===== src/rtl/jk_bank_sequencer.sv =====
// Command-driven sequencer for a bank of WIDTH JK flip-flops (load/toggle/count-up/count-down).
// Optional JKSEQ_PARITY_EN adds a combinational q_parity output (= ^q).
module jk_bank_sequencer #(
    parameter int WIDTH = 4,
    parameter int CNT_W = 8
) (
    input  logic             clk,
    input  logic             reset,
    input  logic             cmd_valid,
    output logic             cmd_ready,
    input  logic [1:0]       cmd_op,
    input  logic [WIDTH-1:0] cmd_data,
    input  logic [CNT_W-1:0] cmd_steps,
    output logic [WIDTH-1:0] j_vec,
    output logic [WIDTH-1:0] k_vec,
    output logic [WIDTH-1:0] q,
    output logic             busy,
    output logic             done
`ifdef JKSEQ_PARITY_EN
    ,
    output logic             q_parity
`endif
);

    typedef enum logic [1:0] {S_IDLE, S_EXEC, S_DONE} state_t;
    typedef enum logic [1:0] {
        OP_LOAD   = 2'b00,
        OP_TOGGLE = 2'b01,
        OP_UP     = 2'b10,
        OP_DOWN   = 2'b11
    } op_t;

    state_t           state;
    op_t              op_r;
    op_t              op_n;
    logic [WIDTH-1:0] data_r;
    logic [CNT_W-1:0] remaining;
    logic             carry;

    // Anything that is not a clean 01/10/11 (including X/Z) falls back to LOAD.
    always_comb begin
        case (cmd_op)
            2'b01:   op_n = OP_TOGGLE;
            2'b10:   op_n = OP_UP;
            2'b11:   op_n = OP_DOWN;
            default: op_n = OP_LOAD;
        endcase
    end

    always_comb begin
        j_vec = '0;
        k_vec = '0;
        carry = 1'b1;
        if (state == S_EXEC) begin
            case (op_r)
                OP_LOAD: begin
                    j_vec = data_r;
                    k_vec = ~data_r;
                end
                OP_TOGGLE: begin
                    j_vec = data_r;
                    k_vec = data_r;
                end
                OP_UP: begin
                    for (int i = 0; i < WIDTH; i++) begin
                        j_vec[i] = carry;
                        k_vec[i] = carry;
                        carry    = carry & q[i];
                    end
                end
                default: begin
                    for (int i = 0; i < WIDTH; i++) begin
                        j_vec[i] = carry;
                        k_vec[i] = carry;
                        carry    = carry & ~q[i];
                    end
                end
            endcase
        end
    end

    always_ff @(posedge clk) begin
        if (reset) begin
            state     <= S_IDLE;
            op_r      <= OP_LOAD;
            data_r    <= '0;
            remaining <= '0;
            q         <= '0;
            cmd_ready <= 1'b1;
            busy      <= 1'b0;
            done      <= 1'b0;
        end else begin
            // JK bank: 00 hold, 01 clear, 10 set, 11 toggle
            q <= (j_vec & ~q) | (~k_vec & q);
            case (state)
                S_IDLE: begin
                    if (cmd_valid) begin
                        op_r      <= op_n;
                        data_r    <= cmd_data;
                        cmd_ready <= 1'b0;
                        if (op_n == OP_LOAD) begin
                            remaining <= CNT_W'(1);
                            state     <= S_EXEC;
                            busy      <= 1'b1;
                        end else if (cmd_steps == '0) begin
                            remaining <= '0;
                            state     <= S_DONE;
                            done      <= 1'b1;
                        end else begin
                            remaining <= cmd_steps;
                            state     <= S_EXEC;
                            busy      <= 1'b1;
                        end
                    end
                end
                S_EXEC: begin
                    remaining <= remaining - CNT_W'(1);
                    if (remaining == CNT_W'(1)) begin
                        state <= S_DONE;
                        busy  <= 1'b0;
                        done  <= 1'b1;
                    end
                end
                S_DONE: begin
                    state     <= S_IDLE;
                    done      <= 1'b0;
                    cmd_ready <= 1'b1;
                end
                default: begin
                    state     <= S_IDLE;
                    busy      <= 1'b0;
                    done      <= 1'b0;
                    cmd_ready <= 1'b1;
                end
            endcase
        end
    end

`ifdef JKSEQ_PARITY_EN
    assign q_parity = ^q;
`endif

endmodule


===== config.mk =====
export PLATFORM = sky130hd
export DESIGN_NAME = jk_bank_sequencer
export DESIGN_NICKNAME = d
export VERILOG_FILES = /design/src/rtl/jk_bank_sequencer.sv
export SDC_FILE = /design/constraint.sdc
export NUM_CORES = 1
export LEC_CHECK = 0
export CAP_MARGIN = 15
export CORE_UTILIZATION = 52
export CTS_CLUSTER_DIAMETER = 50
export CTS_CLUSTER_SIZE = 20
export DETAILED_ROUTE_END_ITERATION = 8
export MAX_ROUTING_LAYER = met4
export PLACE_DENSITY_LB_ADDON = 0.25
export SLEW_MARGIN = 5
export SYNTH_ARGS = -nofsm -noshare
export SYNTH_HDL_FRONTEND = slang
export SYNTH_SLANG_ARGS = --single-unit
export TNS_END_PERCENT = 50

===== constraint.sdc =====
create_clock -name clk -period 2.88 [get_ports clk]
set_input_delay 0.576 -clock clk [delete_from_list [all_inputs] [get_ports clk]]
set_output_delay 0.576 -clock clk [all_outputs]
set_load 0.02 [all_outputs]

==> impl.org, run 1 <==
** Synthesis
- Post-synth ARST share :: 0%
- Combined area of all synthesized cells :: approximately 0.0013 mm^2
- In this run, synthesis produced a sequential element count of 23.
- Compound-Gate Fraction of Synth Area :: 26.40%
- Avg Cell Area, Syn :: between 7 and 8 um^2
- Proportion of synthesized area in mux cells :: 0%
- After Yosys synthesis, and, or, nand and nor cells account for approximately 30% of the synthesized area.
- Of the total synthesized cell area, the portion taken by XOR and XNOR cells is roughly 1.4%.
- Netlist cell types :: 42
- Yosys warns :: 0
- By area, the combinational part of the netlist is dominated by simple AND/OR/NAND/NOR gates.
- Number of enable flip-flop cells after synthesis :: 0
- Seq/Total Area, Yosys :: between 30 and 40%
- Post-synthesis net count :: roughly 190
- Adder-cell share of the synthesized area :: approximately 1.9%
- Number of instances in the synthesized netlist :: 169
- Dominant synthesized flop cell :: dfxtp_1

** Placed design
- The HPWL after detailed placement is between 2000 and 2500 um.
- Weighted congestion reported at the end of routability-driven placement :: just under 0.9
- Port buffering added 31 buffers.
- Place WS :: 0.4724 ns

** Die
- The die covers around 0.0027 mm^2.
- Core footprint :: between 0.002 and 0.0025 mm^2
- The floorplan has 17 rows.
- In this run the vertical extent of the chip is 51.88 um.
- Effective utilization at floorplan :: between 50% and 60%
- The die is ~52 um wide.
- Number of top-level pins :: 32

** Worst setup path
- CP required :: 2.30 ns
- Nature of the critical path endpoint :: output port
- Largest driver fanout on the critical path :: 13
- STA classifies the critical path startpoint as a flop.
- By startpoint and endpoint, the worst setup path is classified as flop to output port.
- The startpoint identified for the worst register-to-register timing path is remaining[2].
- Worst r2r dst :: remaining[7]
- For the worst flop-to-flop path, the logic depth is 4.
- Data arrives at the worst endpoint at roughly 2.1 ns.
- Setup slack of the worst register-to-register path :: 1.11 ns

** Layout
- Number of fillers in the final layout :: 201
- In the layout the commonest cells are 31 x clkdlybuf4s50_1, 22 x dfxtp_1, 21 x nand2_1, 19 x nor2_1, 15 x a21oi_1.
- Commonest non-fill, non-tap cell in the layout :: clkdlybuf4s50_1
- At the end of the flow the core is filled with cells to a little under three quarters.
- At the end of the flow, the number of nets in the layout was about 210.
- Cells with a size suffix above 1 make up 4.639% of the layout.
- Diodes inserted :: 0
- Compared with the post-synthesis result, the final layout area differs by 25.73%.

** Global route
- The first global-routing pass estimated around 5300 um of wire.
- The number of global-route vias before repair came to ~1,200.
- The initial antenna violation count was 0.
- Total global routing track utilization :: between 20% and 30%
- Pin count of the biggest net entering global routing :: 26
- After global routing the overflow that remains totals 0.

** Pwr
- Combinational power share :: 31.4%
- The worst-case IR drop observed on VDD is 0.0003882 V.
- Net switching fraction of the power :: about a third
- The internal power of the cells totals 0.5137 mW.
- Static Leak :: around 0.57 nW
- Total power after layout :: between 0.7 and 0.8 mW
- In this run the power density over the cells is around 480 mW/mm^2.
- For this design the total switching power over the nets is ~0.26 mW.
- The clock network is responsible for 19.3% of the overall power.
- Sequential cells account for 49.3% of the total power.

** Hold path
- The worst hold path terminates at data_r[3].
- Min-delay worst type :: flop to flop
- Hold depth :: 2
- The worst hold path begins at data_r[3].

** Timing
- Post-Route Setup TNS :: 0 ns
- Crit path setup slack, layout :: 0.1677 ns
- The final-report max-slew violation count was 0.
- Unrepaired setup endpoints after global routing :: no
- Slew of the pin with the lowest slew margin :: 0.9031 ns
- The smallest clock period supported by the final layout is computed as around 2.7 ns.
- Relative slew margins :: ~40%
- Timing would allow up to 368.7 MHz.
- Total of endpoints with negative setup slack in the final report :: 0
- The count of final hold-check violations is 0.
- Crit share post-route :: a little over nine tenths
- Post-Route Skew :: roughly 0.008 ns

** Routing
- Detailed router's first-iteration violation count :: between 40 and 50
- Avg WL per Cell :: 14.23 um
- Number of nets still failing antenna checks after routing :: 0
- For this block, the routed nets add up to between 3000 and 4000 um of wire.
- Via count :: approximately 1,300
- TritonRoute pass-1 iters :: 4
- After detailed routing, the number of remaining DRC violations is 0.
- Detail-routed via count per cell :: 6.027

** Clocking
- TritonCTS built the clock tree.
- In this run, post-CTS hold repair placed 0 buffers.
- Number of clock buffers inserted by TritonCTS :: 3
- Number of sinks handled by clock tree synthesis :: 23
- Worst-path clk slew :: ~0.13 ns
- In this run the clock root is driven by a clkbuf_4.
- The clock reaches the later pin of the worst-skew pair after ~0.31 ns.
- In this run the number of H-tree levels came out at 1.
- The longest clock path from root to sink contains 2 buffers.

** Outcome
- The run finished with clean final reports.

** Run
- The tool flagged a number of max-cap violations equal to 0.
## cell type report
type,count,area [um^2],area share (%)
tap,28,35.03,2.154
timing repair buffer,33,325.3,20.00
clock buffer,4,26.28,1.615
sequential,23,461.7,28.38
inverter,4,15.01,0.9231
multi-input combinational,130,763.2,46.92
## through the flow
| stage | hold WS [ns] | instances | area [um^2] |
|---|---|---|---|
| final | 0.4820 | 222 | 1627 |
| after global placement | 0.4538 | 218 | 1599 |
| after floorplan | 0.4363 | 169 | 1294 |
| after CTS | 0.4826 | 222 | 1625 |
| after global routing | 0.4952 | 222 | 1627 |
| after detailed placement | 0.4581 | 218 | 1599 |
## worst max-delay path by stage
| stage | start | slack [ns] | end |
|---|---|---|---|
| floorplan | q[0] | 0.74 | k_vec[3] |
| global placement | q[0] | 0.56 | j_vec[2] |
| detailed placement | op_r[1] | 0.47 | k_vec[3] |
| CTS | op_r[1] | 0.11 | k_vec[3] |
| global route | state[0] | 0.03 | j_vec[1] |
| finish | state[0] | 0.17 | j_vec[1] |
## cell families (layout without fill, tap and decap cells)
group | after synthesis | after routing
flip-flops | 23 | 23
AO/OA/AOI/OAI | 50 | 50
AND/OR/NAND/NOR | 76 | 76
adder cells (fa/ha/maj) | 2 | 2
buffers and inverters | 16 | 41
XOR/XNOR | 2 | 2
## synth_stat cells, drive strengths merged (2+ instances only)
cell type	instances	area share, %
a211oi	6	3.5
a21oi	15	5.8
a311oi	3	2.0
a31oi	3	1.5
and2	2	0.97
buf	3	1.6
clkbuf	9	2.6
dfxtp	23	36
ha	2	1.9
inv	4	1.2
nand2	21	6.1
nand2b	5	2.4
nand3	4	1.5
nor2	19	5.5
nor3	7	2.7
nor3b	4	2.3
nor4	4	1.9
o211ai	2	1.2
o21a	2	1.2
o21ai	7	2.7
o311ai	2	1.4
o32ai	2	1.4
or2	2	0.97
or4	2	1.5
xnor2	2	1.4
## power by group through the flow
stage	sequential (mW)	clock [mW]	combinational, mW
finish	0.382	0.150	0.243
global route	0.388	0.168	0.268
CTS	0.381	0.155	0.241
detailed placement	0.388	0	0.240
global placement	0.386	0	0.233
floorplan	0.379	0	0.161
## worst max-delay path, cell delays in order, from the launching register on
cell and delay, ns:
dfxtp_1 0.47, nand2b_1 0.31, a211oi_1 0.38, clkdlybuf4s50_1 0.67
## flip-flops by register name, summed over array words and instances (netlist names)
register / flops
data_r: 4
op_r: 2
cmd_ready: 1
done: 1
q: 4
busy: 1
remaining: 8
state: 2
## per-layer routing
| metal | routed length (um) | global-route usage [%] | share of wire [%] |
|---|---|---|---|
| met1 | 1500 | 36.98 | 47 |
| met4 | 17 | 7.207 | 0.54 |
| met5 | 0 | - | 0 |
| met2 | 1440 | 40.81 | 46 |
| met3 | 200 | 3.801 | 6.3 |
## repair_timing
| action | in CTS | in global routing |
|---|---|---|
| endpoints found under the setup margin | 0 | 1 |
| endpoints found under the hold margin | 0 | 0 |
| gates resized for setup | 0 | 1 |
| buffers inserted | 0 | 0 |
Power figures use the tool's default switching activity.
==> run 2, diff against run 1 <==
Settings changed: CTS_CLUSTER_DIAMETER 50 to unset.
==> results of run 2 <==
The final DEF is identical to that of run 1; final timing and power are the same.
